<file path="src/rtl/codificador_sincrono_if.sv">
// Bus between the 3-to-8 decoder side, the encoder stage and its consumer.
// Handshake: a word transfers on a rising edge where valid && ready are both high.
interface codificador_sincrono_if #(
    parameter int N     = 8,
    parameter int W     = 3,
    parameter int CNT_W = 8
);
    logic [N-1:0]     S;
    logic             in_valid;
    logic             in_ready;
    logic [W-1:0]     code;
    logic             err;
    logic             out_valid;
    logic             out_ready;
    logic [CNT_W-1:0] err_count;
    logic [1:0]       state_dbg;

    modport master (
        output S, in_valid, out_ready,
        input  in_ready, code, err, out_valid, err_count, state_dbg
    );

    modport slave (
        input  S, in_valid, out_ready,
        output in_ready, code, err, out_valid, err_count, state_dbg
    );
endinterface

</file>
<file path="src/rtl/codificador_sincrono.sv">
// Registered 8-to-3 one-hot encoder with one-hot checking, a 2-entry FIFO
// and a saturating count of malformed words.
module codificador_sincrono #(
    parameter int N     = 8,
    parameter int W     = 3,
    parameter int CNT_W = 8
) (
    input  logic clk,
    input  logic rst_n,
    codificador_sincrono_if.slave bus
);
    typedef enum logic [1:0] {EMPTY = 2'd0, ONE = 2'd1, FULL = 2'd2} state_t;

    state_t           state, state_next;
    logic             wr_ptr, rd_ptr;
    logic [W:0]       mem [2];
    logic [CNT_W-1:0] err_count_q;
    logic [W-1:0]     enc_code;
    logic             enc_err;
    logic             push, pop;

    // Descending scan so the lowest set index wins when several bits are set.
    always_comb begin
        int ones;
        enc_code = '0;
        ones     = 0;
        for (int i = N - 1; i >= 0; i--) begin
            if (bus.S[i]) begin
                enc_code = W'(i);
                ones     = ones + 1;
            end
        end
        enc_err = (ones != 1);
    end

    assign push = bus.in_valid && (state != FULL);
    assign pop  = bus.out_ready && (state != EMPTY);

    always_comb begin
        state_next = state;
        case (state)
            EMPTY:   if (push) state_next = ONE;
            ONE: begin
                if (push && !pop)      state_next = FULL;
                else if (pop && !push) state_next = EMPTY;
            end
            FULL:    if (pop) state_next = ONE;
            default: state_next = EMPTY;
        endcase
    end

    always_ff @(posedge clk) begin
        if (!rst_n) begin
            state       <= EMPTY;
            wr_ptr      <= 1'b0;
            rd_ptr      <= 1'b0;
            mem[0]      <= '0;
            mem[1]      <= '0;
            err_count_q <= '0;
        end else begin
            state <= state_next;
            if (push) begin
                mem[wr_ptr] <= {enc_err, enc_code};
                wr_ptr      <= ~wr_ptr;
                if (enc_err && (err_count_q != {CNT_W{1'b1}}))
                    err_count_q <= err_count_q + 1'b1;
            end
            if (pop) rd_ptr <= ~rd_ptr;
        end
    end

    assign bus.in_ready  = (state != FULL);
    assign bus.out_valid = (state != EMPTY);
    assign bus.code      = mem[rd_ptr][W-1:0];
    assign bus.err       = mem[rd_ptr][W];
    assign bus.err_count = err_count_q;
    assign bus.state_dbg = state;
endmodule

</file>
<file path="src/flat_wrapper.sv">
// flat-port wrapper written by rule: the top's interface ports become plain ports
module codificador_sincrono_flat 
#(
    parameter int N     = 8,
    parameter int W     = 3,
    parameter int CNT_W = 8
)
  (clk, rst_n, bus_S, bus_in_valid, bus_out_ready, bus_in_ready, bus_code, bus_err, bus_out_valid, bus_err_count, bus_state_dbg);
  codificador_sincrono_if #(.N(N), .W(W), .CNT_W(CNT_W)) bus_i ();
  input  logic clk;
  input  logic rst_n;
  input wire logic [$bits(bus_i.S)-1:0] bus_S;
  input wire logic [$bits(bus_i.in_valid)-1:0] bus_in_valid;
  input wire logic [$bits(bus_i.out_ready)-1:0] bus_out_ready;
  output wire logic [$bits(bus_i.in_ready)-1:0] bus_in_ready;
  output wire logic [$bits(bus_i.code)-1:0] bus_code;
  output wire logic [$bits(bus_i.err)-1:0] bus_err;
  output wire logic [$bits(bus_i.out_valid)-1:0] bus_out_valid;
  output wire logic [$bits(bus_i.err_count)-1:0] bus_err_count;
  output wire logic [$bits(bus_i.state_dbg)-1:0] bus_state_dbg;
  assign bus_i.S = bus_S;
  assign bus_i.in_valid = bus_in_valid;
  assign bus_i.out_ready = bus_out_ready;
  assign bus_in_ready = bus_i.in_ready;
  assign bus_code = bus_i.code;
  assign bus_err = bus_i.err;
  assign bus_out_valid = bus_i.out_valid;
  assign bus_err_count = bus_i.err_count;
  assign bus_state_dbg = bus_i.state_dbg;
  codificador_sincrono #(.N(N), .W(W), .CNT_W(CNT_W)) u_core (.clk(clk), .rst_n(rst_n), .bus(bus_i));
endmodule
</file>
<file path="config.mk">
export PLATFORM = sky130hd
export DESIGN_NAME = codificador_sincrono_flat
export DESIGN_NICKNAME = d
export VERILOG_FILES = /design/src/rtl/codificador_sincrono_if.sv /design/src/rtl/codificador_sincrono.sv /design/src/flat_wrapper.sv
export SDC_FILE = /design/constraint.sdc
export NUM_CORES = 1
export LEC_CHECK = 0
export ABC_AREA = 1
export CAP_MARGIN = 5
export CORE_UTILIZATION = 45
export CTS_CLUSTER_DIAMETER = 100
export DETAILED_ROUTE_END_ITERATION = 10
export HOLD_SLACK_MARGIN = 0.05
export PLACE_DENSITY = 0.69
export REMOVE_ABC_BUFFERS = 1
export SLEW_MARGIN = 15
export SYNTH_ARGS = -nofsm -noshare
export SYNTH_HDL_FRONTEND = slang
export SYNTH_SLANG_ARGS = --single-unit
</file>
<file path="constraint.sdc">
create_clock -name clk -period 4.92 [get_ports clk]
set_input_delay 0.738 -clock clk [delete_from_list [all_inputs] [get_ports clk]]
set_output_delay 0.738 -clock clk [all_outputs]
set_load 0.005 [all_outputs]
</file>
==> results.ini <==
[floorplanning]
std_cell_rows = 22
start_util_pct = 46.96
die_w_um = 63.81
core_area_mm2 = 0.003661
dieHeight_um = 63.81
io_pins = 28
dieArea_mm2 = 0.004072

[setup_path]
r2r-end = u_core.bus.err_count[6]
crit_path_max_incr_delay_ps = 520
reg2reg_from = u_core.bus.err_count[0]
critPathLaunchType = input pin
reg2reg_depth = 6
cp_max_fo = 7
crit_slowest_cell = clkdlybuf4s50_1
end_kind = flop
path_class = in -> reg
crit_required_ps = 4940
worstSetupEndpoint = u_core.mem[0][3]
cp-startpoint = bus_S[5]
arrival_ps = 4560
r2r_setup_slack_ps = 3180

[timing]
finalCritPeriodShare_pct = 92.45
clock-skew-final_ps = 3.277
drv_slew = 0
relSlewSlack_pct = 54.97
timing.fmax_mhz = 219.9
rsz0062_at_grt = false
worst_pin_slew_ps = 673.3
final-setup-viol-count = 0
fin_crit_ps = 4548
finalHoldViolations = 0

[place]
gp_congestion = 0.8043
detailed_place_hpwl_um = 2602
placed_cells = 314
port_buffers = 27

[synth]
netlist_instances = 227
yosysTopAreaCellShare_pct = 15.14
synth_edf_count = 8
synth.area.top_cells = dfxtp_1, edfxtp_1, nand2_1
synth_ff_type = dfxtp_1
ys_types = 31
synth.avg_cell_area_um2 = 7.573
synthArstFlopShare_pct = 0
synth_largest_area_cell = dfxtp_1
ys_top_cells_by_count = nand2_1, inv_1, nand3_1
synth.most_common_cell = nand2_1
ys_seq_elements = 21
yosysSeqAreaShare_pct = 29.11
netlist_area_mm2 = 0.001719
yosys_warnings = 0

[detailed_routing]
wl_um = 3375
wl_per_cell_um = 10.51
drc_errors = 0
vias = 1560
viasPerCell = 4.860
ant_nets = 0
firstDrtPassIters = 4
initialDrtViolationCount = 65

[cts]
ctsHoldBuffers = 0
cts-root-buf = clkbuf_8
cts.reportedPaths.clkPinSlew_ps = 70
clk_latency_ps = 260
clock_sinks = 21
htree_levels = 1
cts_buffers = 3
cts_tree = yes
cts_buffer_depth = 2

[power]
ir_drop_v = 0.0001434
power_leakage_nw = 1.093
power.total_mw = 0.6792
power_density_mw_per_mm2 = 298.7

[global_routing]
antenna_found_initial = 0
grt_pass1_vias = 1417
grt_util_all_layers_pct = 17.45
overflow = 0
grt_pass1_wl_um = 5602
grt_max_degree = 12

[final_layout]
drive_gt1_share_pct = 28.57
finalNetCount = 296
diodes = 0
instances_no_fill = 321
utilization_pct = 62.10
syn_to_final_growth_pct = 32.24

[run]
maxCapViolations = 0

[outcome]
status = completed

[worst_hold_path]
hold_class = reg -> reg

==> metrics by stage <==
step                TNS [ps]  instance area [µm²]  hold WS (ps)  setup slack, ps
finish                     0                 2273         466.0            371.7
global placement       -1813                 2140         442.8           -217.1
detailed placement     -2602                 2140         449.6           -303.0
floorplan                  0                 1719         425.5            400.7
CTS                        0                 2197         463.5            46.61
global route               0                 2273         475.9            37.71
==> critical path: cells and delay by family <==
family / cells / cell delay (ps)
AO/OA/AOI/OAI: 2 / 230
adder cells (fa/ha/maj): 5 / 1340
buffers and inverters: 7 / 980
AND/OR/NAND/NOR: 12 / 1280
==> how the worst min path moves through the flow <==
| stage | end | depth (start not counted) | slack [ps] | startpoint |
|---|---|---|---|---|
| 2_1_floorplan | flop | 1 | 430 | u_core.rd_ptr |
| 3_3_place_gp | u_core.rd_ptr | 1 | 440 | u_core.rd_ptr |
| 3_5_place_dp | u_core.rd_ptr | 1 | 450 | u_core.rd_ptr |
| 4_1_cts | u_core.rd_ptr | 1 | 460 | u_core.rd_ptr |
| 5_1_grt | u_core.rd_ptr | 1 | 480 | u_core.rd_ptr |
| 6_report | u_core.rd_ptr | 1 | 470 | u_core.rd_ptr |
==> flip-flops by register name (all words and copies together) (netlist names), named ones only <==
name	cells
u_core.bus.err_count	8
u_core.bus.state_dbg	2
u_core.mem	8
u_core.rd_ptr	1
u_core.wr_ptr	1
==> what timing repair did <==
| action | CTS | global route |
|---|---|---|
| cloned | 0 | 1 |
| buffers inserted | 0 | 2 |
| pin swaps | 0 | 4 |
| gates resized for setup | 1 | 19 |
| endpoints found under the setup margin | 7 | 10 |
==> cell families after synthesis <==
| logic type | Yosys count | synth area share (%) |
|---|---|---|
| AOI/OAI and AO/OA | 25 | 8.588 |
| xor gates and xnor gates | 7 | 3.566 |
| adders and majority gates | 10 | 7.278 |
| buffers and inverters | 38 | 8.297 |
| DFF | 21 | 29.11 |
| muxes | 4 | 2.620 |
| and+or+nand+nor | 122 | 40.54 |
==> cell type report <==
class                      instances  area [µm²]
fill                             336        1388
multi-input combinational        169        1145
sequential                        21       500.5
timing repair buffer              41       380.4
inverter                          38       142.6
tap                               48       60.06
clock buffer                       4       45.04
==> cell usage in the layout, fill, tap and decap left out, types with 2 or more instances in the layout <==
| cell | instances |
|---|---|
| a31oi_1 | 2 |
| nand2_4 | 6 |
| dlymetal6s2s_1 | 2 |
| nand3_1 | 21 |
| nand4_1 | 2 |
| edfxtp_1 | 8 |
| buf_4 | 14 |
| nor2_1 | 16 |
| clkdlybuf4s50_1 | 25 |
| nand2_2 | 21 |
| nand2_1 | 40 |
| mux2_2 | 4 |
| ha_1 | 8 |
| a21oi_2 | 6 |
| dfxtp_1 | 13 |
| xnor2_1 | 3 |
| nand3b_1 | 2 |
| nand3_4 | 2 |
| inv_1 | 30 |
| o21ai_0 | 5 |
| nand3_2 | 6 |
| inv_2 | 7 |
| clkbuf_8 | 3 |
| nand2_8 | 2 |
| a21oi_1 | 8 |
| xor2_1 | 4 |
==> layer usage <==
layer | wire length [µm] | track usage (%)
met1 | 1487 | 19.43
met5 | 0 | 0
met2 | 1715 | 32.31
met3 | 96 | 1.429
met4 | 76 | 9.659
==> power breakdown <==
part	total, mW	leakage, nW	internal, mW	switching, mW
clock network	0.114	0.0228	0.0578	0.0564
registers	0.229	0.190	0.207	0.0218
logic	0.336	0.881	0.161	0.175
total	0.679	1.09	0.426	0.253
No activity file was read; power rests on OpenSTA's default activity.
